$ cat src/rtl/tm_axis_packet_feeder.sv
// tm_axis_packet_feeder
//   AXI4-Stream slave front-end for the hard-coded TM inference top. Each
//   sample arrives as PACKETS_NUM beats. Every accepted beat is presented to
//   the inference top for exactly one cycle on x, with a one-hot strobe on
//   valid[] and its index on packet_counter. After the final beat the stream
//   is held off (tready low) until the top pulses finish.
//
// Ports
//   clk, rst         single clock; asynchronous active-high reset
//   s00_axis_*       stream slave (tdata/tvalid/tlast in, tready out)
//   finish           one-cycle pulse from the top: sample retired
//   x                packet data; tdata zero-extended or truncated to fit
//   valid            one-hot packet strobe, one cycle per accepted beat
//   packet_counter   index of the packet currently on x
//   last             pulses with the final packet when its beat carried tlast
//   s_axis_tready    copy of s00_axis_tready for the inference top
//   frame_err        sticky: tlast arrived on a non-final beat
//
// State table
//   ST_RECV | accepting beats of the current sample
//   ST_WAIT | full sample delivered; stream held off until finish

module tm_axis_packet_feeder #(
  parameter int PACKETS_NUM            = 13,
  parameter int C_S00_AXIS_TDATA_WIDTH = 64,
  parameter int C_M00_AXIS_TDATA_WIDTH = 64
) (
  input  logic                              clk,
  input  logic                              rst,
  input  logic [C_S00_AXIS_TDATA_WIDTH-1:0] s00_axis_tdata,
  input  logic                              s00_axis_tvalid,
  input  logic                              s00_axis_tlast,
  output logic                              s00_axis_tready,
  input  logic                              finish,
  output logic [C_M00_AXIS_TDATA_WIDTH:0]   x,
  output logic [PACKETS_NUM-1:0]            valid,
  output logic [C_M00_AXIS_TDATA_WIDTH:0]   packet_counter,
  output logic                              last,
  output logic                              s_axis_tready,
  output logic                              frame_err
);

  localparam int XW = C_M00_AXIS_TDATA_WIDTH + 1;
  localparam int CW = (PACKETS_NUM > 1) ? $clog2(PACKETS_NUM) : 1;
  localparam logic [CW-1:0] CNT_LAST = CW'(PACKETS_NUM - 1);

  typedef enum logic {
    ST_RECV = 1'b0,
    ST_WAIT = 1'b1
  } state_t;

  state_t                 state_q, state_d;
  logic [CW-1:0]          cnt_q, cnt_d;
  logic [XW-1:0]          x_d, pc_d;
  logic [PACKETS_NUM-1:0] valid_d;
  logic                   last_d, err_d, tready_d;
  logic                   accept;
  logic [XW-1:0]          tdata_ext;

  generate
    if (C_S00_AXIS_TDATA_WIDTH >= XW) begin : g_trunc
      assign tdata_ext = s00_axis_tdata[XW-1:0];
    end else begin : g_zext
      assign tdata_ext = {{(XW-C_S00_AXIS_TDATA_WIDTH){1'b0}}, s00_axis_tdata};
    end
  endgenerate

  assign accept        = s00_axis_tvalid & s00_axis_tready;
  assign s_axis_tready = s00_axis_tready;

  always_comb begin
    state_d = state_q;
    cnt_d   = cnt_q;
    x_d     = x;
    pc_d    = packet_counter;
    valid_d = '0;
    last_d  = 1'b0;
    err_d   = frame_err;
    case (state_q)
      ST_RECV: begin
        if (accept) begin
          x_d     = tdata_ext;
          valid_d = PACKETS_NUM'(1) << cnt_q;
          pc_d    = XW'(cnt_q);
          if (cnt_q == CNT_LAST) begin
            last_d  = s00_axis_tlast;
            cnt_d   = '0;
            state_d = ST_WAIT;
          end else if (s00_axis_tlast) begin
            // Early tlast: drop the partial sample and resync to beat 0.
            // The final strobe never fires, so the top never starts on it.
            err_d = 1'b1;
            cnt_d = '0;
          end else begin
            cnt_d = cnt_q + 1'b1;
          end
        end
      end
      ST_WAIT: begin
        if (finish) state_d = ST_RECV;
      end
      default: state_d = ST_RECV;
    endcase
    // Registered from next state so tready has no combinational path from
    // tvalid, and stays low for the first cycle after reset release.
    tready_d = (state_d == ST_RECV);
  end

  always_ff @(posedge clk or posedge rst) begin
    if (rst) begin
      state_q         <= ST_RECV;
      cnt_q           <= '0;
      x               <= '0;
      valid           <= '0;
      packet_counter  <= '0;
      last            <= 1'b0;
      frame_err       <= 1'b0;
      s00_axis_tready <= 1'b0;
    end else begin
      state_q         <= state_d;
      cnt_q           <= cnt_d;
      x               <= x_d;
      valid           <= valid_d;
      packet_counter  <= pc_d;
      last            <= last_d;
      frame_err       <= err_d;
      s00_axis_tready <= tready_d;
    end
  end

endmodule
$ cat config.mk
export PLATFORM = sky130hd
export DESIGN_NAME = tm_axis_packet_feeder
export DESIGN_NICKNAME = d
export VERILOG_FILES = /design/src/rtl/tm_axis_packet_feeder.sv
export SDC_FILE = /design/constraint.sdc
export NUM_CORES = 1
export LEC_CHECK = 0
export CORE_MARGIN = 1.5
export CORE_UTILIZATION = 35
export DETAILED_ROUTE_END_ITERATION = 10
export PLACE_DENSITY = 0.77
export SLEW_MARGIN = 5
export SYNTH_ARGS = -nofsm -noshare
export SYNTH_HDL_FRONTEND = slang
export SYNTH_SLANG_ARGS = --single-unit
$ cat constraint.sdc
create_clock -name clk -period 2.7 [get_ports clk]
set_input_delay 0.54 -clock clk [delete_from_list [all_inputs] [get_ports clk]]
set_output_delay 0.54 -clock clk [all_outputs]
set_load 0.01 [all_outputs]
==> results.toml, run 1 <==
[hold_path]
worstHoldStart = "frame_err"
holdPathStages = 1
holdPathEnd = "frame_err"
hp-class = "flip-flop to flip-flop"

[global_route]
grt_pass1_vias = 2830
grt_max_degree = 39
grt_pass1_wl_mm = 13.5
antenna_found_initial = 0
grt_usage_pct = 14.9
globalRoute.totalOverflow = 0

[die]
die_y_um = 108
fp.dieW_um = 108
dieArea_sq_um = 11800
ios = 216
initial_core_util_pct = 35.9
core_sq_um = 10800
std_cell_rows = 38

[logic_synthesis]
synth-seq-area-share_pct = 57.2
synth_warnings = 0
yosysTopAreaCell = "dfrtp_1"
ys_top_cells_by_area = "dfrtp_1 57%, nand2_1 19%, buf_4 12%"
synthDistinctLibCells = 27
synth_area_sq_um = 3890
avgSynthCellArea_sq_um = 9.41
yosysTopAreaCellShare_pct = 57.2
ys_ff_latch = 89
synthCells = 414

[worst_setup_path]
start_kind = "flip-flop"
slowest_delay_ns = 0.61
cp_slowest_cell = "clkdlybuf4s50_1"
crit_path_max_fanout = 5
worstSetupEndpointType = "output pin"
r2r_slack_ns = 1.07
rr_startpoint = "cnt_q[2]"
crit_arrival_ns = 1.42
critical_path.top_delay_family = "buffers and inverters"
cp_cell_sequence = "clkdlybuf4s50_1"
cp.required_ns = 2.16
cp_num_buf_inv = 1
critPathKind = "flip-flop to output pin"
r2r-end = "cnt_q[2]"
reg2reg_depth = 4

[pwr]
p_clk_share_pct = 28.2
p_seq_share_pct = 50.5
swShare_pct = 26.5
comb_power_share_pct = 21.3
powerDensity_nw_per_um2 = 543
vdd_drop_max_mv = 0.259
p_int_mw = 2.21
p_leak_nw = 2.78
power_switching_mw = 0.795

[placed_design]
port_buffers = 153
routabilityCongestion = 0.756
place_area_sq_um = 5350
detailed_place_hpwl_mm = 6.58
dp_cells = 695

[layout]
stdcell_count = 709
final_util_pct = 51.0
final_nets = 641
antenna_cells = 0
drive_above_1_share_pct = 4.57
layout_commonest_cell = "nand2_1"
mostFrequentLayoutCells = "198 x nand2_1, 153 x clkdlybuf4s50_1, 89 x dfrtp_1"
n_fill_cell = 1026
areaGrowthSynthToFinish_pct = 41.9
postLayoutCellArea_sq_um = 5530

[route]
drt_iter0_markers = 173
finalWirelength_mm = 8.75
firstDrtPassIters = 4
vias_per_cell = 4.23
wl_per_cell_um = 12.3
ant_nets = 0
drc = 0
vias = 2998

[status]
status = "completed"

[sta]
hold_slack_ns = 0.471
finalCriticalPeriod_ns = 1.96
relSlewSlack_pct = 58.4
setup_viol = 0
min_period_over_period_pct = 72.6
finalSetupTns_ns = 0
slew_viol_final = 0
tightest_slew_ns = 0.623
rsz0062_at_grt = "no"
finClkSkew_ns = 0.00912
hold_violations = 0
fmax_mhz = 510

[clocking]
numCtsBuffers = 9
clkLatencyLatePin_ns = 0.34
htreeDepth = 3
cts_hold_buf = 0
cts.sinks = 89
clockRootBuffer = "clkbuf_8"
clockBufferDepth = 2
post_cts_buffers = 0
cts_tree = "built"
clk_pin_slew_ns = 0.08
cts_resized = 0

[job]
max-cap-violations = 0
## power by group through the flow
| stage | Clock [mW] | Sequential (mW) | Combinational (mW) |
|---|---|---|---|
| final | 0.845 | 1.52 | 0.640 |
| after global routing | 0.941 | 1.53 | 0.705 |
| after CTS | 0.879 | 1.52 | 0.649 |
| after detailed placement | 0 | 1.54 | 0.647 |
| after global placement | 0 | 1.54 | 0.632 |
| after floorplan | 0 | 1.59 | 0.279 |
## logic make-up after synthesis
logic type,after synthesis,share of synthesized area (%)
DFF,89,57.2
adders and majority gates,6,1.93
and+or+nand+nor,222,23.9
other,1,0.0963
AOI/OAI and AO/OA,12,1.83
buffers and inverters,84,15.1
## through the flow
| step | total power, mW | setup slack, ns |
|---|---|---|
| 2_1_floorplan | 1.87 | 1.12 |
| 3_3_place_gp | 2.17 | 0.596 |
| 3_5_place_dp | 2.19 | 0.517 |
| 4_1_cts | 3.05 | 0.688 |
| 5_1_grt | 3.18 | 0.645 |
| 6_report | 3.00 | 0.741 |
## cells in the mapped netlist
master    number
a21o_1         1
buf_6          2
a21oi_1        1
dfrtp_1       89
nand3_2        1
ha_1           6
buf_4         64
o31ai_1        1
and3_1         7
a211oi_1       1
and4bb_2       1
nor2_2         1
or4b_1         1
o21ai_0        3
nor2_1         1
buf_2         13
and2_1         6
inv_1          5
a31o_2         1
conb_1         1
nand4b_1       2
nand4_1        1
nand2_1      198
and3_4         1
nand3b_4       1
o21ai_1        4
and3b_1        1
## flip-flops by register name, indices dropped and copies added (netlist names)
| name | flops |
|---|---|
| cnt_q | 4 |
| frame_err | 1 |
| last | 1 |
| packet_counter | 4 |
| s00_axis_tready | 1 |
| state_q | 1 |
| valid | 13 |
| x | 64 |
## how the worst max path moves through the flow
stage / slack (ns) / endpoint / cells after the start / from
floorplan: 1.12 / cnt_q[0] / 1 / rst
global placement: 0.60 / x[44] / 5 / s00_axis_tvalid
detailed placement: 0.52 / x[6] / 5 / s00_axis_tvalid
CTS: 0.69 / s00_axis_tready / 1 / s00_axis_tready
global route: 0.64 / s00_axis_tready / 1 / s00_axis_tready
finish: 0.74 / s00_axis_tready / 1 / s00_axis_tready
## cell type report
cell class / count / area (sq um) / share of cell area [%]
Multi-Input combinational cell: 302 / 1310 / 23.7
Inverter: 5 / 22.5 / 0.408
Clock inverter: 3 / 43.8 / 0.793
Timing Repair Buffer: 159 / 1610 / 29.2
Clock buffer: 11 / 131 / 2.38
Tap cell: 140 / 175 / 3.17
Sequential cell: 89 / 2230 / 40.3
## per-layer routing
layer / up-vias / wire length [um] / global-route usage, %
met5: - / 0 / 0
met4: 0 / 78 / 4.70
met3: 8 / 827 / 5.79
met2: 139 / 4270 / 25.1
met1: 1401 / 3570 / 17.5
li1: 1450 / - / -
Note: power is estimated with default switching activity, not from simulation.
==> run 2, diff against run 1 <==
clock period = 1.8 ns   (was 2.7 ns; I/O delays follow)
==> run 2 against run 1 <==
Critical path depth unchanged. Die area stayed put. Register-to-register slack lost 0.87 ns. Clock power is 92% higher. Design area up 2.2%. Hold slack got worse by 0.16 ns. Clock skew increased by 0.0023 ns. Critical endpoint is now s_axis_tready. Power grew 62%.
==> results.toml, run 2 (synthesis gave the netlist of run 1 again) <==
[worst_setup_path]
crit_path_max_fanout = 5
critical_path.top_delay_family = "buffers and inverters"
cp_slowest_cell = "clkdlybuf4s50_1"
rr_startpoint = "cnt_q[0]"
slowest_delay_ns = 0.55
cp_cell_sequence = "clkdlybuf4s50_1"
cp_num_buf_inv = 1
crit_arrival_ns = 1.34
cp.required_ns = 1.44
worstSetupEndpointType = "output pin"
start_kind = "flip-flop"
cp-startpoint = "s00_axis_tready"
critPathKind = "flip-flop to output pin"

[clocking]
cts.sinks = 89
cts_tree = "built"
clockRootBuffer = "clkbuf_8"
clk_pin_slew_ns = 0.09
cts_resized = 1
cts_hold_buf = 0
numCtsBuffers = 9
htreeDepth = 3
clockBufferDepth = 2
post_cts_buffers = 0
clkLatencyLatePin_ns = 0.35

[pwr]
power_switching_mw = 1.25
p_seq_share_pct = 46.6
p_leak_nw = 2.83
vdd_drop_max_mv = 0.354
p_clk_share_pct = 33.2
p_int_mw = 3.63
comb_power_share_pct = 20.2
powerDensity_nw_per_um2 = 864
swShare_pct = 25.7

[die]
die_y_um = 108
std_cell_rows = 38
core_sq_um = 10800
initial_core_util_pct = 35.9
fp.dieW_um = 108
ios = 216
dieArea_sq_um = 11800

[global_route]
grtUsageMet2_pct = 27.1
antenna_found_initial = 0
grt_usage_pct = 15.5
grt_max_degree = 70
globalRoute.totalOverflow = 0
grt_pass1_wl_mm = 14.0
use_met1_pct = 17.6
grt_pass1_vias = 3011
busiest_layer = "met2"
met3_usage_pct = 5.30

[layout]
layout_commonest_cell = "nand2_1"
final_util_pct = 52.1
antenna_cells = 0
areaGrowthSynthToFinish_pct = 44.9
stdcell_count = 714
largest_register_ffs = 64
n_fill_cell = 1021
mostFrequentLayoutCells = "198 x nand2_1, 152 x clkdlybuf4s50_1, 88 x dfrtp_1"
final_nets = 644
drive_above_1_share_pct = 5.75
top_register = "x"
reg_top3 = "x x64, valid x13"

[placed_design]
routabilityCongestion = 0.747
port_buffers = 153
dp_cells = 698
detailed_place_hpwl_mm = 6.71

[sta]
setup_viol = 0
slew_viol_final = 0
rsz0062_at_grt = "no"
finalCriticalPeriod_ns = 1.70
fmax_mhz = 590
finClkSkew_ns = 0.0115
min_period_over_period_pct = 94.2
finalSetupTns_ns = 0
hold_violations = 0

[status]
status = "completed"

[route]
drt_iter0_markers = 164
wl_per_cell_um = 12.7
finalWirelength_mm = 9.06
drc = 0
vias = 3050
vias_per_cell = 4.27
firstDrtPassIters = 5
ant_nets = 0

[hold_path]
hp-class = "input port to async pin"

[job]
max-cap-violations = 0
-- run 2: changes by cell type in the layout (fill, tap and decap cells not counted), sizes merged --
cell | previous run | this run
clkinv | 2 | 1
buf | 6 | 9
dlymetal6s2s | 0 | 1
clkinvlp | 1 | 2
clkdlybuf4s50 | 153 | 152
inv | 4 | 5
clkbuf | 11 | 10
bufinv | 1 | 3
-- run 2: power by group through the flow --
stage	Combinational, mW	Sequential [mW]	Clock (mW)
3_3_place_gp	0.972	2.30	0
3_5_place_dp	0.996	2.31	0
4_1_cts	1.00	2.27	1.68
5_1_grt	1.09	2.29	1.78
2_1_floorplan	0.419	2.38	0
6_report	0.987	2.27	1.62
-- run 2: through the flow --
stage	hold slack [ns]	total power [mW]	area (sq um)	setup WS [ns]
2_1_floorplan	0.451	2.80	4130	0.298
3_3_place_gp	0.458	3.28	5400	0.0739
3_5_place_dp	0.462	3.31	5400	0.0433
4_1_cts	0.295	4.95	5640	0.0309
5_1_grt	0.307	5.15	5640	0.0352
6_report	0.307	4.88	5640	0.104
-- run 2: final timing paths --
path / to / slack (ns) / cells past startpoint
max: s_axis_tready / 0.10 / 1
min: x[38] / 0.31 / 2
max reg2reg: cnt_q[2] / 0.20 / 4
min reg2reg: x[58] / 0.48 / 2
max in group asynchronous: valid[5] / 1.00 / 3
min in group clk: x[58] / 0.48 / 2
-- run 2: layout make-up --
cell class                      count  area [sq um]  share of cell area (%)
Clock buffer                       10           128                    2.26
Inverter                            5          22.5                   0.399
Tap cell                          140           175                    3.10
Timing Repair Buffer              162          1660                    29.5
Clock inverter                      6           115                    2.04
Sequential cell                    89          2230                    39.5
Multi-Input combinational cell    302          1310                    23.2
-- run 2: layer usage --
| metal | part of all wire (%) | vias up |
|---|---|---|
| li1 | - | 1451 |
| met1 | 40 | 1446 |
| met2 | 50 | 144 |
| met3 | 9.6 | 9 |
| met4 | 1.0 | 0 |
| met5 | 0 | - |
==> run 3, diff against run 2 <==
CORE_UTILIZATION = 39   (was 35)
PLACE_DENSITY = 0.89   (was 0.77)
clock period = 1.7 ns   (was 1.8 ns; I/O delays follow)
==> run 3 against run 2 <==
Core utilization up 5.6 points. Via count about the same. Clock power down 13%. Global-route usage up 1.6 points. Sequential share of layout area up 0.28 points. Setup slack worse by 0.022 ns. Count of clock-buffer cells in the layout unchanged. Flip-flop and latch count unchanged.
==> results.toml, run 3 (synthesis gave the netlist of run 1 again) <==
[pwr]
vdd_drop_max_mv = 0.471
p_leak_nw = 2.82
p_seq_share_pct = 49.5
power_switching_mw = 1.29
swShare_pct = 26.6
comb_power_share_pct = 21.6
powerDensity_nw_per_um2 = 867
p_clk_share_pct = 28.9
p_int_mw = 3.57

[die]
std_cell_rows = 36
fp.dieW_um = 103
core_sq_um = 9730
dieArea_sq_um = 10600
ios = 216
initial_core_util_pct = 40.0
die_y_um = 103

[clocking]
clkLatencyLatePin_ns = 0.34
clockBufferDepth = 2
cts.sinks = 89
clockRootBuffer = "clkbuf_8"
cts_tree = "built"
htreeDepth = 3
clk_pin_slew_ns = 0.08
numCtsBuffers = 9

[layout]
reg_top3 = "x x64, valid x13"
largest_register_ffs = 64
mostFrequentLayoutCells = "198 x nand2_1, 153 x clkdlybuf4s50_1, 87 x dfrtp_1"
antenna_cells = 0
areaGrowthSynthToFinish_pct = 44.0
top_register = "x"
stdcell_count = 709
drive_above_1_share_pct = 6.42
final_nets = 647
n_fill_cell = 841
layout_commonest_cell = "nand2_1"

[route]
top_layer = "met4"
vias_per_cell = 4.30
vias = 3049
firstDrtPassIters = 4
met2_length_mm = 4.61
drc = 0
met1_length_mm = 3.40
wl_per_cell_um = 12.6
drt_iter0_markers = 80
finalWirelength_mm = 8.91
met3WireLength_um = 669
ant_nets = 0

[global_route]
grt_pass1_vias = 2922
antenna_found_initial = 0
grt_usage_pct = 17.1
globalRoute.totalOverflow = 0
grt_pass1_wl_mm = 13.7
grt_max_degree = 46

[worst_setup_path]
critPathKind = "flip-flop to output pin"
cp_cell_sequence = "clkdlybuf4s50_1"
crit_path_max_fanout = 2
cp_slowest_cell = "clkdlybuf4s50_1"
critical_path.top_delay_family = "buffers and inverters"
cp.required_ns = 1.36
crit_arrival_ns = 1.28
cp_num_buf_inv = 1
worstSetupEndpointType = "output pin"
slowest_delay_ns = 0.57
start_kind = "flip-flop"

[placed_design]
routabilityCongestion = 0.744
detailed_place_hpwl_mm = 6.68
port_buffers = 153
dp_cells = 693

[sta]
setup_viol = 0
min_period_over_period_pct = 95.2
finalSetupTns_ns = 0
rsz0062_at_grt = "no"
fmax_mhz = 618
finalCriticalPeriod_ns = 1.62
hold_violations = 0
slew_viol_final = 0
finClkSkew_ns = 0.00634

[job]
max-cap-violations = 0

[status]
status = "completed"

[hold_path]
hp-class = "input port to async pin"
## run 3: cell type report
| class | count | area [sq um] | share of cell area, % |
|---|---|---|---|
| timing repair buffer | 165 | 1680 | 30.0 |
| clock inverter | 5 | 56.3 | 1.00 |
| clock buffer | 10 | 138 | 2.45 |
| inverter | 5 | 22.5 | 0.402 |
| sequential | 89 | 2230 | 39.8 |
| multi-input combinational | 302 | 1310 | 23.4 |
| tap | 133 | 166 | 2.97 |
## run 3: what timing repair did
item / in CTS / in global routing
gates resized for setup: 1 / 1
endpoints found under the setup margin: 2 / 3
buffers inserted: 0 / 1
hold buffers: 0 / 0
endpoints found under the hold margin: 0 / 0
## run 3: through the flow
step / total power, mW / util [%] / hold slack, ns / setup WS [ns] / instance area, sq um
after floorplan: 2.97 / - / 0.431 / 0.198 / 4130
after global placement: 3.47 / 55.5 / 0.456 / 0.0756 / 5400
after detailed placement: 3.51 / 55.5 / 0.461 / 0.0212 / 5400
after CTS: 4.92 / 57.5 / 0.449 / 0.0269 / 5600
after global routing: 5.14 / 57.6 / 0.457 / 0.0230 / 5610
final: 4.86 / 57.6 / 0.451 / 0.0816 / 5610
## run 3: power groups by stage
stage / Combinational, mW / Sequential, mW / Clock [mW]
floorplan: 0.444 / 2.52 / 0
global placement: 1.03 / 2.44 / 0
detailed placement: 1.06 / 2.45 / 0
CTS: 1.06 / 2.41 / 1.45
global route: 1.16 / 2.43 / 1.55
finish: 1.05 / 2.40 / 1.41
## run 3: path summary, 6_finish.rpt
| path | end | cells past startpoint | slack, ns | startpoint |
|---|---|---|---|---|
| min in group clk | x[44] | 2 | 0.48 | x[44] |
| min | x[41] | 3 | 0.45 | rst |
| min reg2reg | x[44] | 2 | 0.48 | x[44] |
| max reg2reg | cnt_q[2] | 4 | 0.10 | cnt_q[0] |
| max in group asynchronous | s00_axis_tready | 3 | 1.02 | rst |
| max | packet_counter[3] | 1 | 0.08 | packet_counter[3] |
## run 3: metal layers
metal,GRT usage [%],up-vias
met3,3.80,20
met2,30.3,129
met1,19.0,1437
li1,-,1463
met4,9.25,0
met5,0,-
